File: config.mk
export PLATFORM = sky130hd
export DESIGN_NAME = seq_pattern_gen
export DESIGN_NICKNAME = d
export VERILOG_FILES = /design/src/rtl/seq_pattern_gen.sv
export SDC_FILE = /design/constraint.sdc
export NUM_CORES = 1
export LEC_CHECK = 0
export BUFFER_PORTS_ARGS = -buffer_cell sky130_fd_sc_hd__buf_2
export CAP_MARGIN = 5
export CORE_MARGIN = 2
export CORE_UTILIZATION = 50
export CTS_CLUSTER_DIAMETER = 40
export CTS_CLUSTER_SIZE = 28
export DETAILED_ROUTE_END_ITERATION = 6
export PLACE_DENSITY = 0.76
export SKIP_LAST_GASP = 1
export SYNTH_ARGS = -nofsm -noshare
export SYNTH_HDL_FRONTEND = slang
export SYNTH_SLANG_ARGS = --single-unit
File: constraint.sdc
create_clock -name clk -period 5.7 [get_ports clk]
set_input_delay 0.57 -clock clk [delete_from_list [all_inputs] [get_ports clk]]
set_output_delay 0.57 -clock clk [all_outputs]
set_load 0.02 [all_outputs]
File: src/rtl/seq_pattern_gen.sv
// rtl/seq_pattern_gen.sv - serial MSB-first pattern transmitter with repeat count and optional inter-repeat gap.
// Optional even-parity bit after each pattern is compiled in with SEQ_PATTERN_GEN_PARITY_EN.
module seq_pattern_gen #(
  parameter int WIDTH      = 4,
  parameter int CNT_W      = 4,
  parameter int GAP_CYCLES = 0
) (
  input  logic             clk,
  input  logic             reset,
  input  logic             start,
  input  logic             abort,
  input  logic [WIDTH-1:0] pattern_in,
  input  logic [CNT_W-1:0] repeat_n,
  output logic             ready,
  output logic             d_out,
  output logic             d_valid,
  output logic             done,
  output logic [2:0]       present
);

  localparam logic [2:0] IDLE  = 3'b000;
  localparam logic [2:0] SHIFT = 3'b001;
  localparam logic [2:0] GAP   = 3'b010;
`ifdef SEQ_PATTERN_GEN_PARITY_EN
  localparam logic [2:0] PAR   = 3'b011;
`endif
  localparam logic [2:0] DONE  = 3'b100;

  localparam int BW = $clog2(WIDTH);
  localparam int GW = (GAP_CYCLES > 1) ? $clog2(GAP_CYCLES) : 1;
  localparam logic [BW-1:0] BIT_LAST = BW'(WIDTH - 1);
  localparam logic [GW-1:0] GAP_LAST = GW'((GAP_CYCLES > 0) ? GAP_CYCLES - 1 : 0);

  logic [2:0]       state,   nxt_state;
  logic [WIDTH-1:0] pat,     nxt_pat;
  logic [WIDTH-1:0] shreg,   nxt_sh;
  logic [BW-1:0]    bit_cnt, nxt_bit;
  logic [CNT_W-1:0] rep_cnt, nxt_rep;
  logic [GW-1:0]    gap_cnt, nxt_gap;
  logic             nxt_dout, nxt_dvalid, nxt_done;
  logic             busy, seg_end, reload;
  logic [CNT_W-1:0] rem;

  assign present = state;

  always_comb begin
    nxt_state  = state;
    nxt_pat    = pat;
    nxt_sh     = shreg;
    nxt_bit    = bit_cnt;
    nxt_rep    = rep_cnt;
    nxt_gap    = gap_cnt;
    nxt_dout   = 1'b0;
    nxt_dvalid = 1'b0;
    nxt_done   = 1'b0;
    busy       = 1'b1;
    seg_end    = 1'b0;
    reload     = 1'b0;
    rem        = '0;

    case (state)
      SHIFT: begin
        if (bit_cnt == BIT_LAST) begin
          nxt_rep = rep_cnt - 1'b1;
`ifdef SEQ_PATTERN_GEN_PARITY_EN
          nxt_state  = PAR;
          nxt_dout   = ^pat;
          nxt_dvalid = 1'b1;
`else
          seg_end = 1'b1;
          rem     = rep_cnt - 1'b1;
`endif
        end else begin
          nxt_sh     = {shreg[WIDTH-2:0], 1'b0};
          nxt_bit    = bit_cnt + 1'b1;
          nxt_dout   = shreg[WIDTH-2];
          nxt_dvalid = 1'b1;
        end
      end
`ifdef SEQ_PATTERN_GEN_PARITY_EN
      PAR: begin
        // repeat counter was already decremented on the last pattern bit
        seg_end = 1'b1;
        rem     = rep_cnt;
      end
`endif
      GAP: begin
        if (gap_cnt == GAP_LAST) reload = 1'b1;
        else                     nxt_gap = gap_cnt + 1'b1;
      end
      DONE: nxt_state = IDLE;
      default: begin
        busy      = 1'b0;
        nxt_state = IDLE;
        if (start && !abort) begin
          nxt_pat = pattern_in;
          nxt_rep = repeat_n;
          if (repeat_n == '0) begin
            nxt_state = DONE;
            nxt_done  = 1'b1;
          end else begin
            nxt_state  = SHIFT;
            nxt_sh     = pattern_in;
            nxt_bit    = '0;
            nxt_dout   = pattern_in[WIDTH-1];
            nxt_dvalid = 1'b1;
          end
        end
      end
    endcase

    if (seg_end) begin
      if (rem == '0) begin
        nxt_state = DONE;
        nxt_done  = 1'b1;
      end else if (GAP_CYCLES > 0) begin
        nxt_state = GAP;
        nxt_gap   = '0;
      end else begin
        reload = 1'b1;
      end
    end

    if (reload) begin
      nxt_state  = SHIFT;
      nxt_sh     = pat;
      nxt_bit    = '0;
      nxt_dout   = pat[WIDTH-1];
      nxt_dvalid = 1'b1;
    end

    // abort overrides whatever the busy states decided above
    if (abort && busy) begin
      nxt_state  = IDLE;
      nxt_dout   = 1'b0;
      nxt_dvalid = 1'b0;
      nxt_done   = 1'b0;
    end
  end

  always_ff @(posedge clk or posedge reset) begin
    if (reset) begin
      state   <= IDLE;
      pat     <= '0;
      shreg   <= '0;
      bit_cnt <= '0;
      rep_cnt <= '0;
      gap_cnt <= '0;
      ready   <= 1'b1;
      d_out   <= 1'b0;
      d_valid <= 1'b0;
      done    <= 1'b0;
    end else begin
      state   <= nxt_state;
      pat     <= nxt_pat;
      shreg   <= nxt_sh;
      bit_cnt <= nxt_bit;
      rep_cnt <= nxt_rep;
      gap_cnt <= nxt_gap;
      ready   <= (nxt_state == IDLE);
      d_out   <= nxt_dout;
      d_valid <= nxt_dvalid;
      done    <= nxt_done;
    end
  end

endmodule

==> run summary, run 1 <==
The global-route usage over all layers is 19.4%. The global route total overflow is 0. Setup repair after global routing left no endpoint under its margin. For this run, the post-layout net count is 140. The highest fanout seen on the critical path is 10. The fraction of registers with async set/reset came out at 100%.

The path class of the tightest hold or removal check is input pin to asynchronous set/reset pin. The final number of max-transition violations came to 0. In this design, the largest share of critical-path delay is due to compound AO/OA/AOI/OAI gates. The initial detailed-routing violation count came out at 9. The library cell used most frequently in the layout, excluding fill and tap cells, is sky130_fd_sc_hd__dfrtp_1.

At the end of routability-driven placement, the weighted congestion stood at 0.817. The global-route wire length before repair is 3720 um. The first-pass detailed-route iteration total is 4.

From synthesis to final layout, the design area changed by 13.5%. The fraction of power consumed by combinational cells is 34.4%. The share of final-layout standard cells stronger than drive strength 1 came out at 24.0%. The critical path class is flip-flop to flip-flop. The via count of the first global-routing pass was 839. The number of buffers between clock root and the deepest sink is 2.

The largest clock skew in the final design came out at 0.00409 ns. The worst slew margin relative to its limit came out at 49.1%. The total inserted antenna cells is 0.

The full die area is 2500 um2. The total nets after synthesis came out at 119. The max-capacitance violation count came out at 0. The transition at the pin with the smallest max-transition slack came out at 0.763 ns. STA classifies the critical path startpoint as a flip-flop.

The internal cell power came out at 0.000279 W. The tightest hold margin is 0.376 ns. The count of antenna-violating nets left after detailed routing came out at 0. The total I/O pin count is 19. The H-tree depth came out at 1. Walking the worst path, the cells encountered are inv_1 > ha_1 > xor2_1 > o31ai_1 > a21oi_1 > mux2_2. Counting every sink on the clock net gives 20. The die outline height came out at 50.0 um. Measured in cells, the most critical reg-to-reg path has a length of 6. The number of antenna violations at the first check in global routing came to 0. The number of distinct standard cells referenced by the synthesized netlist came out at 36. The total via count in the routed design is 874.

The remaining design rule violation count came out at 0. After clock tree synthesis, the clock-pin slew on the worst setup and hold paths is 0.11 ns. The placed wire-length estimate came out at 1590 um. Leaving out fill and tap cells, the most frequent cells in the layout are 19 x sky130_fd_sc_hd__dfrtp_1, 18 x sky130_fd_sc_hd__buf_2, 9 x sky130_fd_sc_hd__o21ai_0, 7 x sky130_fd_sc_hd__nor2_1. The run finished with clean final reports.

The ratio of total power to cell area is 364 nW/um2. The synthesized netlist occupies a cell area of 1060 um2. Counting both buffers and inverters, the worst setup path holds a total of 1. The net switching power figure came out at 0.000157 W. TritonCTS built the clock tree. During synthesis, Yosys emitted a total of 0 warnings.

The width of the die is 50.0 um. After floorplanning, the core was sized to cover 1980 um2. CTS placed an instance of sky130_fd_sc_hd__clkbuf_4 at the clock tree root. The period utilization is 37.8%. The number of instances in the synthesized netlist came out at 105. The portion of total power attributed to the clock network is 16.1%.

The overall routed net length came out at 2140 um. The post-route minimum period is 2.16 ns. The mean post-synth cell area is 10.1 um2. The count of flip-flops with a built-in enable after synthesis came out at 0.

The number of buffers inserted for hold repair after clock tree synthesis came out at 0. The largest net degree at the start of global routing came out at 21. The worst ir drop on vdd came out at 0.000242 V. The worst setup path is captured at a flip-flop.

The portion of total power attributed to sequential cells is 49.5%. The number of buffers created by CTS is 3. The number of gates resized after cts came out at 0. For this run, the leading register cell type out of synthesis is sky130_fd_sc_hd__dfrtp_1.

The maximum cell stage delay along the critical path came out at 0.60 ns. After clock tree synthesis, the setup repair step added 0 buffers. The startpoint identified for the worst register-to-register timing path is rep_cnt[0]. For this run, the top clock speed supported by timing is 0.464 GHz. The number of placement rows came out at 16.

Summing the sequential cell areas from Yosys gives 47.5% of the chip area. The largest individual stage delay along the critical path comes from the cell sky130_fd_sc_hd__a21oi_1. The count of endpoints failing hold in the final timing report came out at 0. The clock latency reported for the late side of the worst-skew pair is 0.30 ns. Synthesis inferred 20 register bits. The number of buffer cells added on primary ports came out at 18. STA puts the critical path data arrival time at 2.35 ns. The reported leakage power is 0.551 nW. The mean routed wirelength per cell is 14.1 um.

The final setup TNS came out at 0 ns. The required time reported for the critical path endpoint came out at 5.89 ns. The setup slack on the worst flop-to-flop path is 3.54 ns. The fraction of power spent switching nets is 36.0%. Setup violations remaining at the end of the flow were counted as 0. The count of fill cells added during filler insertion came out at 176. The starting density of the core came out at 53.3%. After detailed routing, the number of vias per cell comes to 5.75. The worst register-to-register path ends at shreg[0].
## worst reg2reg max path, stage by stage, from the launching register on
cell	delay (ns)
sky130_fd_sc_hd__dfrtp_1	0.41
sky130_fd_sc_hd__inv_1	0.10
sky130_fd_sc_hd__ha_1	0.21
sky130_fd_sc_hd__xor2_1	0.22
sky130_fd_sc_hd__o31ai_1	0.10
sky130_fd_sc_hd__a21oi_1	0.60
sky130_fd_sc_hd__mux2_2	0.41
## synthesized netlist by cell type, drive strengths merged, types with 3 or more instances
library cell / n / share of area (%)
nor3: 3 / 1.4
mux2: 6 / 6.8
a21oi: 8 / 5.2
dfrtp: 19 / 45
nor2: 7 / 2.5
nand3: 4 / 1.9
inv: 5 / 1.8
o21ai: 10 / 4.7
a21boi: 4 / 2.8
o21a: 3 / 2.1
nand2: 6 / 2.1
## state kept, by name (all words and copies together), names as in the netlist
| register | flops |
|---|---|
| bit_cnt | 2 |
| d_out | 1 |
| d_valid | 1 |
| done | 1 |
| pat | 4 |
| present | 3 |
| ready | 1 |
| rep_cnt | 4 |
| shreg | 3 |
## cell families after synthesis
group / synth area share, %
fa+ha+maj: 2.37
xor+xnor: 1.66
simple gates: 15.9
mux: 8.65
compound gates: 21.1
other cells: 0.355
buf+inv: 2.49
flops: 47.5
## power groups by stage
stage | clock (W) | combinational (W) | sequential (W)
floorplan | 0 | 0.000108 | 0.000220
global placement | 0 | 0.000145 | 0.000215
detailed placement | 0 | 0.000150 | 0.000218
CTS | 0.0000719 | 0.000151 | 0.000215
global route | 0.0000760 | 0.000169 | 0.000221
finish | 0.0000701 | 0.000150 | 0.000216
## worst max-delay path by stage
stage,endpoint,cells after the start,slack (ns),from
3_3_place_gp,shreg[0],6,3.59,rep_cnt[0]
6_report,shreg[0],6,3.54,rep_cnt[0]
5_1_grt,shreg[0],6,3.39,rep_cnt[0]
3_5_place_dp,shreg[0],6,3.54,rep_cnt[0]
2_1_floorplan,shreg[0],5,3.84,present[0]
4_1_cts,shreg[0],6,3.53,rep_cnt[0]
## routing by layer
metal,up-vias,GRT usage [%],wire length [um]
li1,422,-,-
met1,427,24.0,955
met2,23,34.2,1080
met3,2,4.55,88
met4,0,4.17,14
met5,-,0,0
## area by class of cell
type	count	area [um2]	share of cell area [%]
multi-input cells	78	528	44.1
repair buffers	18	90.1	7.52
clock buffers	4	26.3	2.19
well taps	27	33.8	2.82
flip-flops and latches	20	502	41.9
inverters	5	18.8	1.57
## metrics by stage
| stage | setup slack, ns | util, % | instances | area (um2) | total power (W) |
|---|---|---|---|---|---|
| 3_3_place_gp | 3.59 | 59.2 | 148 | 1170 | 0.000360 |
| 5_1_grt | 3.39 | 60.5 | 152 | 1200 | 0.000466 |
| 3_5_place_dp | 3.54 | 59.2 | 148 | 1170 | 0.000368 |
| 6_report | 3.54 | 60.5 | 152 | 1200 | 0.000436 |
| 2_1_floorplan | 3.84 | - | 105 | 1060 | 0.000328 |
| 4_1_cts | 3.53 | 60.5 | 152 | 1200 | 0.000438 |
No activity file was read; power rests on OpenSTA's default activity.
==> run 2: changes to the inputs <==
- CORE_UTILIZATION: 50 -> 48
- clock period: 5.7 -> 1.75 ns (I/O delays scaled with it)
==> run summary, run 2 (synthesis results as in run 1) <==
Leaving out fill and tap cells, the most frequent cell in the layout is sky130_fd_sc_hd__buf_2. The share of final-layout standard cells stronger than drive strength 1 came out at 40.4% (+16 points). The startpoint identified for the worst hold timing path is pattern_in[3]. TritonCTS built the clock tree.

The tree is rooted in a sky130_fd_sc_hd__clkbuf_4. The width of the die is 50.9 um (+1.9%). The worst setup slack after layout came out at -0.0364 ns (-3.58 ns). The critical path is of the flip-flop to flip-flop type. The placed wire-length estimate is 1660 um (+4.8%). The highest fanout seen on the critical path came to 4 (-6). The total I/O pin count is 19 (unchanged).

The count of antenna-violating nets left after detailed routing came out at 0 (unchanged). The fraction of power consumed by combinational cells is 41.1% (+6.7 points). The number of buffers created by CTS is 3 (unchanged). The checks that failed: negative setup slack. The min-delay analysis places its worst path in the category input pin to flip-flop. The post-route minimum period came out at 1.79 ns (-0.369 ns). The number of buffer cells added on primary ports is 18 (unchanged). The count of clock tree sinks is 20 (unchanged).

The via count of the first global-routing pass came out at 938 (+12%). The largest registers in the layout are pat (4), rep_cnt (4). The ratio of total power to cell area is 1180 nW/um2 (+230%). The number of placement rows came out at 16 (unchanged). The reported leakage power is 0.639 nW (+16%). The internal cell power is 0.00106 W (+280%). The core footprint is 2020 um2 (+2.0%).

The total inserted antenna cells came out at 0 (unchanged). The largest net degree at the start of global routing was 21 (unchanged). The peak clock frequency supported by timing is 0.560 GHz (+21%). The remaining design rule violation count was 0 (unchanged).

The max-capacitance violation count came to 0 (unchanged). The clock-pin slew on the worst setup and hold paths is 0.10 ns (about the same). The die outline height is 50.9 um (+1.9%). The overall routed net length came out at 2530 um (+18%). The count of endpoints failing hold in the final timing report is 0 (unchanged). The global-route wire length before repair is 3910 um (+5.2%). The total via count in the routed design came out at 952 (+8.9%). The via-per-instance ratio is 5.67 (-1.4%).

The initial detailed-routing violation count came out at 25 (+16). The portion of total power attributed to sequential cells came out at 43.1% (-6.4 points). The required time reported for the critical path endpoint came out at 1.94 ns (-3.95 ns).

The run finished, with violations left. The global-route usage over all layers is 20.1% (+0.67 points). The count of fill cells added during filler insertion came out at 166 (-5.7%). The count of endpoints failing setup in the final report came out at 1 (+1).

The first-pass detailed-route iteration total is 4 (unchanged). The H-tree depth is 1 (unchanged). The largest clock skew in the final design is 0.00219 ns (-0.00190 ns). The setup slack at placement was -0.0413 ns (-3.58 ns). The clock latency reported for the late side of the worst-skew pair is 0.29 ns (about the same). The final setup TNS came out at -0.0364 ns (-0.0364 ns). The fraction of power spent switching nets came to 35.5% (-0.44 points).

STA classifies the critical path endpoint as a flip-flop. The period utilization was 102% (+64 points). The post-detailed-placement cell area came out at 1270 um2 (+8.5%). The worst ir drop on vdd is 0.000969 V (+300%).

The net count of the finished layout is 156 (+11%). The portion of total power attributed to the clock network came out at 15.8% (-0.3 points). The tightest hold margin came out at 0.123 ns (-0.252 ns). STA classifies the critical path startpoint as a flip-flop.

The final instance area is 1380 um2 (+15%). In the layout the commonest cells are 18 x sky130_fd_sc_hd__buf_2, 16 x sky130_fd_sc_hd__dfrtp_1, 15 x sky130_fd_sc_hd__buf_4, 6 x sky130_fd_sc_hd__nand2_1, 6 x sky130_fd_sc_hd__nor2_1. The full die area is 2590 um2 (+3.8%). The final number of max-transition violations is 0 (unchanged). The number of antenna violations at the first check in global routing is 0 (unchanged). The mean routed wirelength per cell is 15.1 um (+7.0%). The starting density of the core came to 52.2% (-1.1 points).

The routability congestion estimate came out at 0.961 (+18%). The critical path starts at present[1]. The layout-stage area growth over the synthesis result came out at 30.9%. The net switching power figure came out at 0.000581 W (+270%). The data arrival time at the worst-slack endpoint came to 1.98 ns (-0.37 ns).

Setup repair after global routing could not meet its margin everywhere. The number of buffers between clock root and the deepest sink was 2 (unchanged). The worst register-to-register path begins at present[1]. The global route total overflow came to 0 (unchanged).
[run 2: cell count changes in the layout (fill, tap and decap cells not counted), moves of 2 or more]
cell and change:
sky130_fd_sc_hd__o21ai_1 +3, sky130_fd_sc_hd__buf_4 +15, sky130_fd_sc_hd__or3b_1 -2, sky130_fd_sc_hd__o21ai_0 -4
sky130_fd_sc_hd__dfrtp_1 -3, sky130_fd_sc_hd__dfrtp_2 +3, sky130_fd_sc_hd__or3b_4 +2, sky130_fd_sc_hd__a21boi_0 -2
sky130_fd_sc_hd__a21boi_1 +2
[run 2: final cells by class]
type,count,area (um2),share of cell area [%]
repair buffers,34,213,15.4
clock buffers,4,36.3,2.62
inverters,5,18.8,1.36
well taps,27,33.8,2.44
flip-flops and latches,20,505,36.6
multi-input cells,78,576,41.6
[run 2: per-stage QoR]
step	total power [W]	utilization [%]	std cells
6_report	0.00164	68.4	168
5_1_grt	0.00176	68.4	168
3_3_place_gp	0.00124	62.9	160
2_1_floorplan	0.00107	-	105
4_1_cts	0.00154	66.5	167
3_5_place_dp	0.00125	62.9	160
[run 2: worst paths after layout]
| check | endpoint | slack (ns) | cells after the start |
|---|---|---|---|
| setup reg to reg | shreg[0] | -0.04 | 5 |
| min in group asynchronous | bit_cnt[1] | 0.42 | 4 |
| max in group asynchronous | ready | 1.06 | 4 |
| setup / recovery | shreg[0] | -0.04 | 5 |
| hold / removal | pat[3] | 0.12 | 2 |
| hold reg to reg | shreg[1] | 0.49 | 2 |
[run 2: layer usage]
metal	up-vias	share of wire, %	global-route usage, %
met1	460	43	26.0
li1	451	-	-
met3	6	5.9	4.39
met4	0	1.5	7.21
met5	-	0	0
met2	35	50	32.9
[run 2: repair_timing]
| action | in CTS | in global routing |
|---|---|---|
| hold endpoints to repair | 19 | 0 |
| pin swaps | 2 | 7 |
| setup endpoints to repair | 9 | 16 |
| setup buffers | 2 | 1 |
| hold buffers | 1 | 0 |
| resized for setup | 3 | 11 |
[run 2: power by group through the flow]
stage               Sequential [W]  Combinational, W  Clock (W)
finish                    0.000706          0.000673   0.000259
global route              0.000718          0.000746   0.000295
CTS                       0.000691          0.000581   0.000271
detailed placement        0.000702          0.000550          0
global placement          0.000699          0.000537          0
floorplan                 0.000718          0.000357          0
[run 2: critical path, cell delays in order, from the launching register on]
cell	delay, ns
sky130_fd_sc_hd__dfrtp_2	0.45
sky130_fd_sc_hd__or3b_4	0.41
sky130_fd_sc_hd__mux2_4	0.33
sky130_fd_sc_hd__a21oi_4	0.16
sky130_fd_sc_hd__mux2i_1	0.09
sky130_fd_sc_hd__mux2_2	0.26
==> run 3: changes to the inputs <==
- CORE_UTILIZATION: 48 -> 45
- PLACE_DENSITY: 0.76 -> 0.72
==> run summary, run 3 (synthesis results as in run 1) <==
The flow ran to the end, but the final reports show violations. The checks that failed: negative setup slack. The starting density of the core is 47.7% (-4.5 points). The total via count in the routed design is 915 (-3.9%). The largest net degree at the start of global routing is 21 (unchanged). The total I/O pin count came out at 19 (unchanged).

The post-route minimum period is 1.78 ns (-0.00869 ns). The net switching power figure is 0.000542 W (-6.7%). The final number of max-transition violations came out at 0 (unchanged). The core footprint was 2210 um2 (+9.4%). The worst hold path depth came out at 2 (unchanged).

The required time reported for the critical path endpoint is 1.95 ns (about the same). The count of clock tree sinks came out at 20 (unchanged). The largest registers in the layout are pat (4), rep_cnt (4). The global-route usage over all layers is 20.1% (about the same).

The worst-case reg-to-reg path depth was 5 (unchanged). The critical path goes through or3b_4 > mux2_4 > a21oi_4 > mux2i_1 > mux2_2. The number of buffers between clock root and the deepest sink came out at 2 (unchanged).

The clock latency reported for the late side of the worst-skew pair came out at 0.30 ns (about the same). The worst min-delay path startpoint is pattern_in[0]. The portion of total power attributed to sequential cells came out at 44.1% (+1.0 points). The clock-pin slew on the worst setup and hold paths came out at 0.11 ns (about the same). The ratio of total power to cell area is 1150 nW/um2 (-2.6%). STA classifies the critical path startpoint as a flip-flop. On the critical path, the stage with the largest delay is an instance of sky130_fd_sc_hd__dfrtp_2. The worst setup path is captured at a flip-flop. The library cell used most frequently in the layout, excluding fill and tap cells, is sky130_fd_sc_hd__buf_2. The setup slack at placement came out at -0.0481 ns (-0.00687 ns). The reported leakage power came out at 0.631 nW (-1.2%).

The first-pass detailed-route iteration total came out at 4 (unchanged). The number of buffers created by CTS is 3 (unchanged). The fraction of power consumed by combinational cells is 39.4% (-1.7 points). The share of final-layout standard cells stronger than drive strength 1 was 40.7% (+0.29 points). The fraction of power spent switching nets is 34.1% (-1.4 points). The H-tree depth came out at 1 (unchanged). The net count of the finished layout came out at 155 (-0.64%). The post-detailed-placement cell area came out at 1270 um2 (about the same). The initial detailed-routing violation count is 12 (-52%). The remaining design rule violation count came out at 0 (unchanged). The global route total overflow came out at 0 (unchanged). The portion of total power attributed to the clock network came out at 16.5% (+0.7 points). The count of endpoints failing hold in the final timing report came out at 0 (unchanged). Setup repair after global routing could not meet its margin everywhere.

The width of the die is 52.4 um (+3.0%). The maximum cell stage delay along the critical path came out at 0.43 ns (-0.02 ns). The global-route wire length before repair came out at 3990 um (+1.9%). The count of antenna-violating nets left after detailed routing came out at 0 (unchanged).

The largest clock skew in the final design came out at 0.00488 ns (+0.00270 ns). The overall routed net length came out at 2200 um (-13%). The internal cell power is 0.00105 W (-0.82%). The data arrival time at the worst-slack endpoint is 1.98 ns (about the same). The overall power after layout is 0.00159 W (-2.9%). The number of buffer cells added on primary ports was 18 (unchanged). In this run the critical register-to-register path is launched from present[1]. The worst hold path terminates at pat[0]. The endpoint identified for the worst register-to-register timing path is shreg[0]. The critical path is of the flip-flop to flip-flop type.

Broken down by cell family, the worst path's largest delay share belongs to multiplexers. The highest fanout seen on the critical path came to 3 (-1). The die outline height is 52.4 um (+3.0%). In the layout the commonest cells are 18 x sky130_fd_sc_hd__buf_2, 16 x sky130_fd_sc_hd__dfrtp_1, 13 x sky130_fd_sc_hd__buf_4, 6 x sky130_fd_sc_hd__nor2_1. The worst setup slack after layout came out at -0.0277 ns (+0.00869 ns). The via count of the first global-routing pass is 882 (-6.0%).

The total inserted antenna cells came out at 0 (unchanged). The count of fill cells added during filler insertion is 185 (+11%). The placed wire-length estimate is 1750 um (+4.9%). TritonCTS built the clock tree. The critical path buffer and inverter count is 0 (unchanged). The worst ir drop on vdd came out at 0.000636 V (-34%). The clock root buffer is sky130_fd_sc_hd__clkbuf_4. The final setup TNS is -0.0277 ns (+0.00869 ns). The count of endpoints failing setup in the final report came out at 1 (unchanged).

The mean routed wirelength per cell is 13.1 um (-13%). The final core area utilization is 62.3% (-6.1 points). In this run the worst hold path is classified as input pin to flip-flop. The layout-stage area growth over the synthesis result is 30.5%. The number of placement rows came out at 17 (+1).

The period utilization is 102% (-0.50 points). The full die area is 2750 um2 (+6.1%). The routability congestion estimate is 0.899 (-6.5%).

The final instance area is 1380 um2 (-0.36%). The number of antenna violations at the first check in global routing is 0 (unchanged). The max-capacitance violation count is 0 (unchanged). The peak clock frequency supported by timing was 0.563 GHz (+0.49%). The via-per-instance ratio came out at 5.45 (-3.9%). The setup slack on the worst flop-to-flop path is -0.03 ns (about the same).
## run 3: timing repair
item,in CTS,in global routing
pin swaps,0,3
setup buffers,0,2
resized for setup,3,13
endpoints found under the hold margin,19,0
endpoints found under the setup margin,6,16
hold buffers,1,0
## run 3: worst max path at each step
stage               startpoint    endpoint  cells past startpoint
floorplan           present[1]    shreg[0]                      5
global placement    present[2]  rep_cnt[0]                      5
detailed placement  present[1]  rep_cnt[0]                      5
CTS                 present[1]    shreg[0]                      5
global route        present[1]    shreg[0]                      5
finish              present[1]    shreg[0]                      5
## run 3: final cells by class
type | count | area, um2 | area share, %
repair buffers | 33 | 209 | 15.2
multi-input cells | 78 | 573 | 41.6
inverters | 5 | 18.8 | 1.36
well taps | 28 | 35.0 | 2.54
clock buffers | 4 | 36.3 | 2.63
flip-flops and latches | 20 | 505 | 36.7
## run 3: routing by layer
metal / track usage (%) / routed length, um / share of wire (%) / vias to the layer above
met2: 32.1 / 1040 / 47 / 18
met3: 6.57 / 103 / 4.7 / 5
met1: 25.9 / 1040 / 47 / 442
li1: - / - / - / 450
met4: 5.56 / 22 / 1.0 / 0
met5: 0 / 0 / 0 / -
## run 3: power groups by stage
stage	logic [W]	clock network [W]	registers (W)
6_report	0.000626	0.000263	0.000701
5_1_grt	0.000706	0.000298	0.000723
4_1_cts	0.000557	0.000274	0.000696
3_5_place_dp	0.000548	0	0.000706
3_3_place_gp	0.000536	0	0.000700
2_1_floorplan	0.000357	0	0.000718
## run 3: through the flow
step	cells	hold slack [ns]
final	168	0.115
after detailed placement	161	0.212
after global placement	161	0.209
after global routing	168	0.0972
after CTS	166	0.105
after floorplan	105	0.138
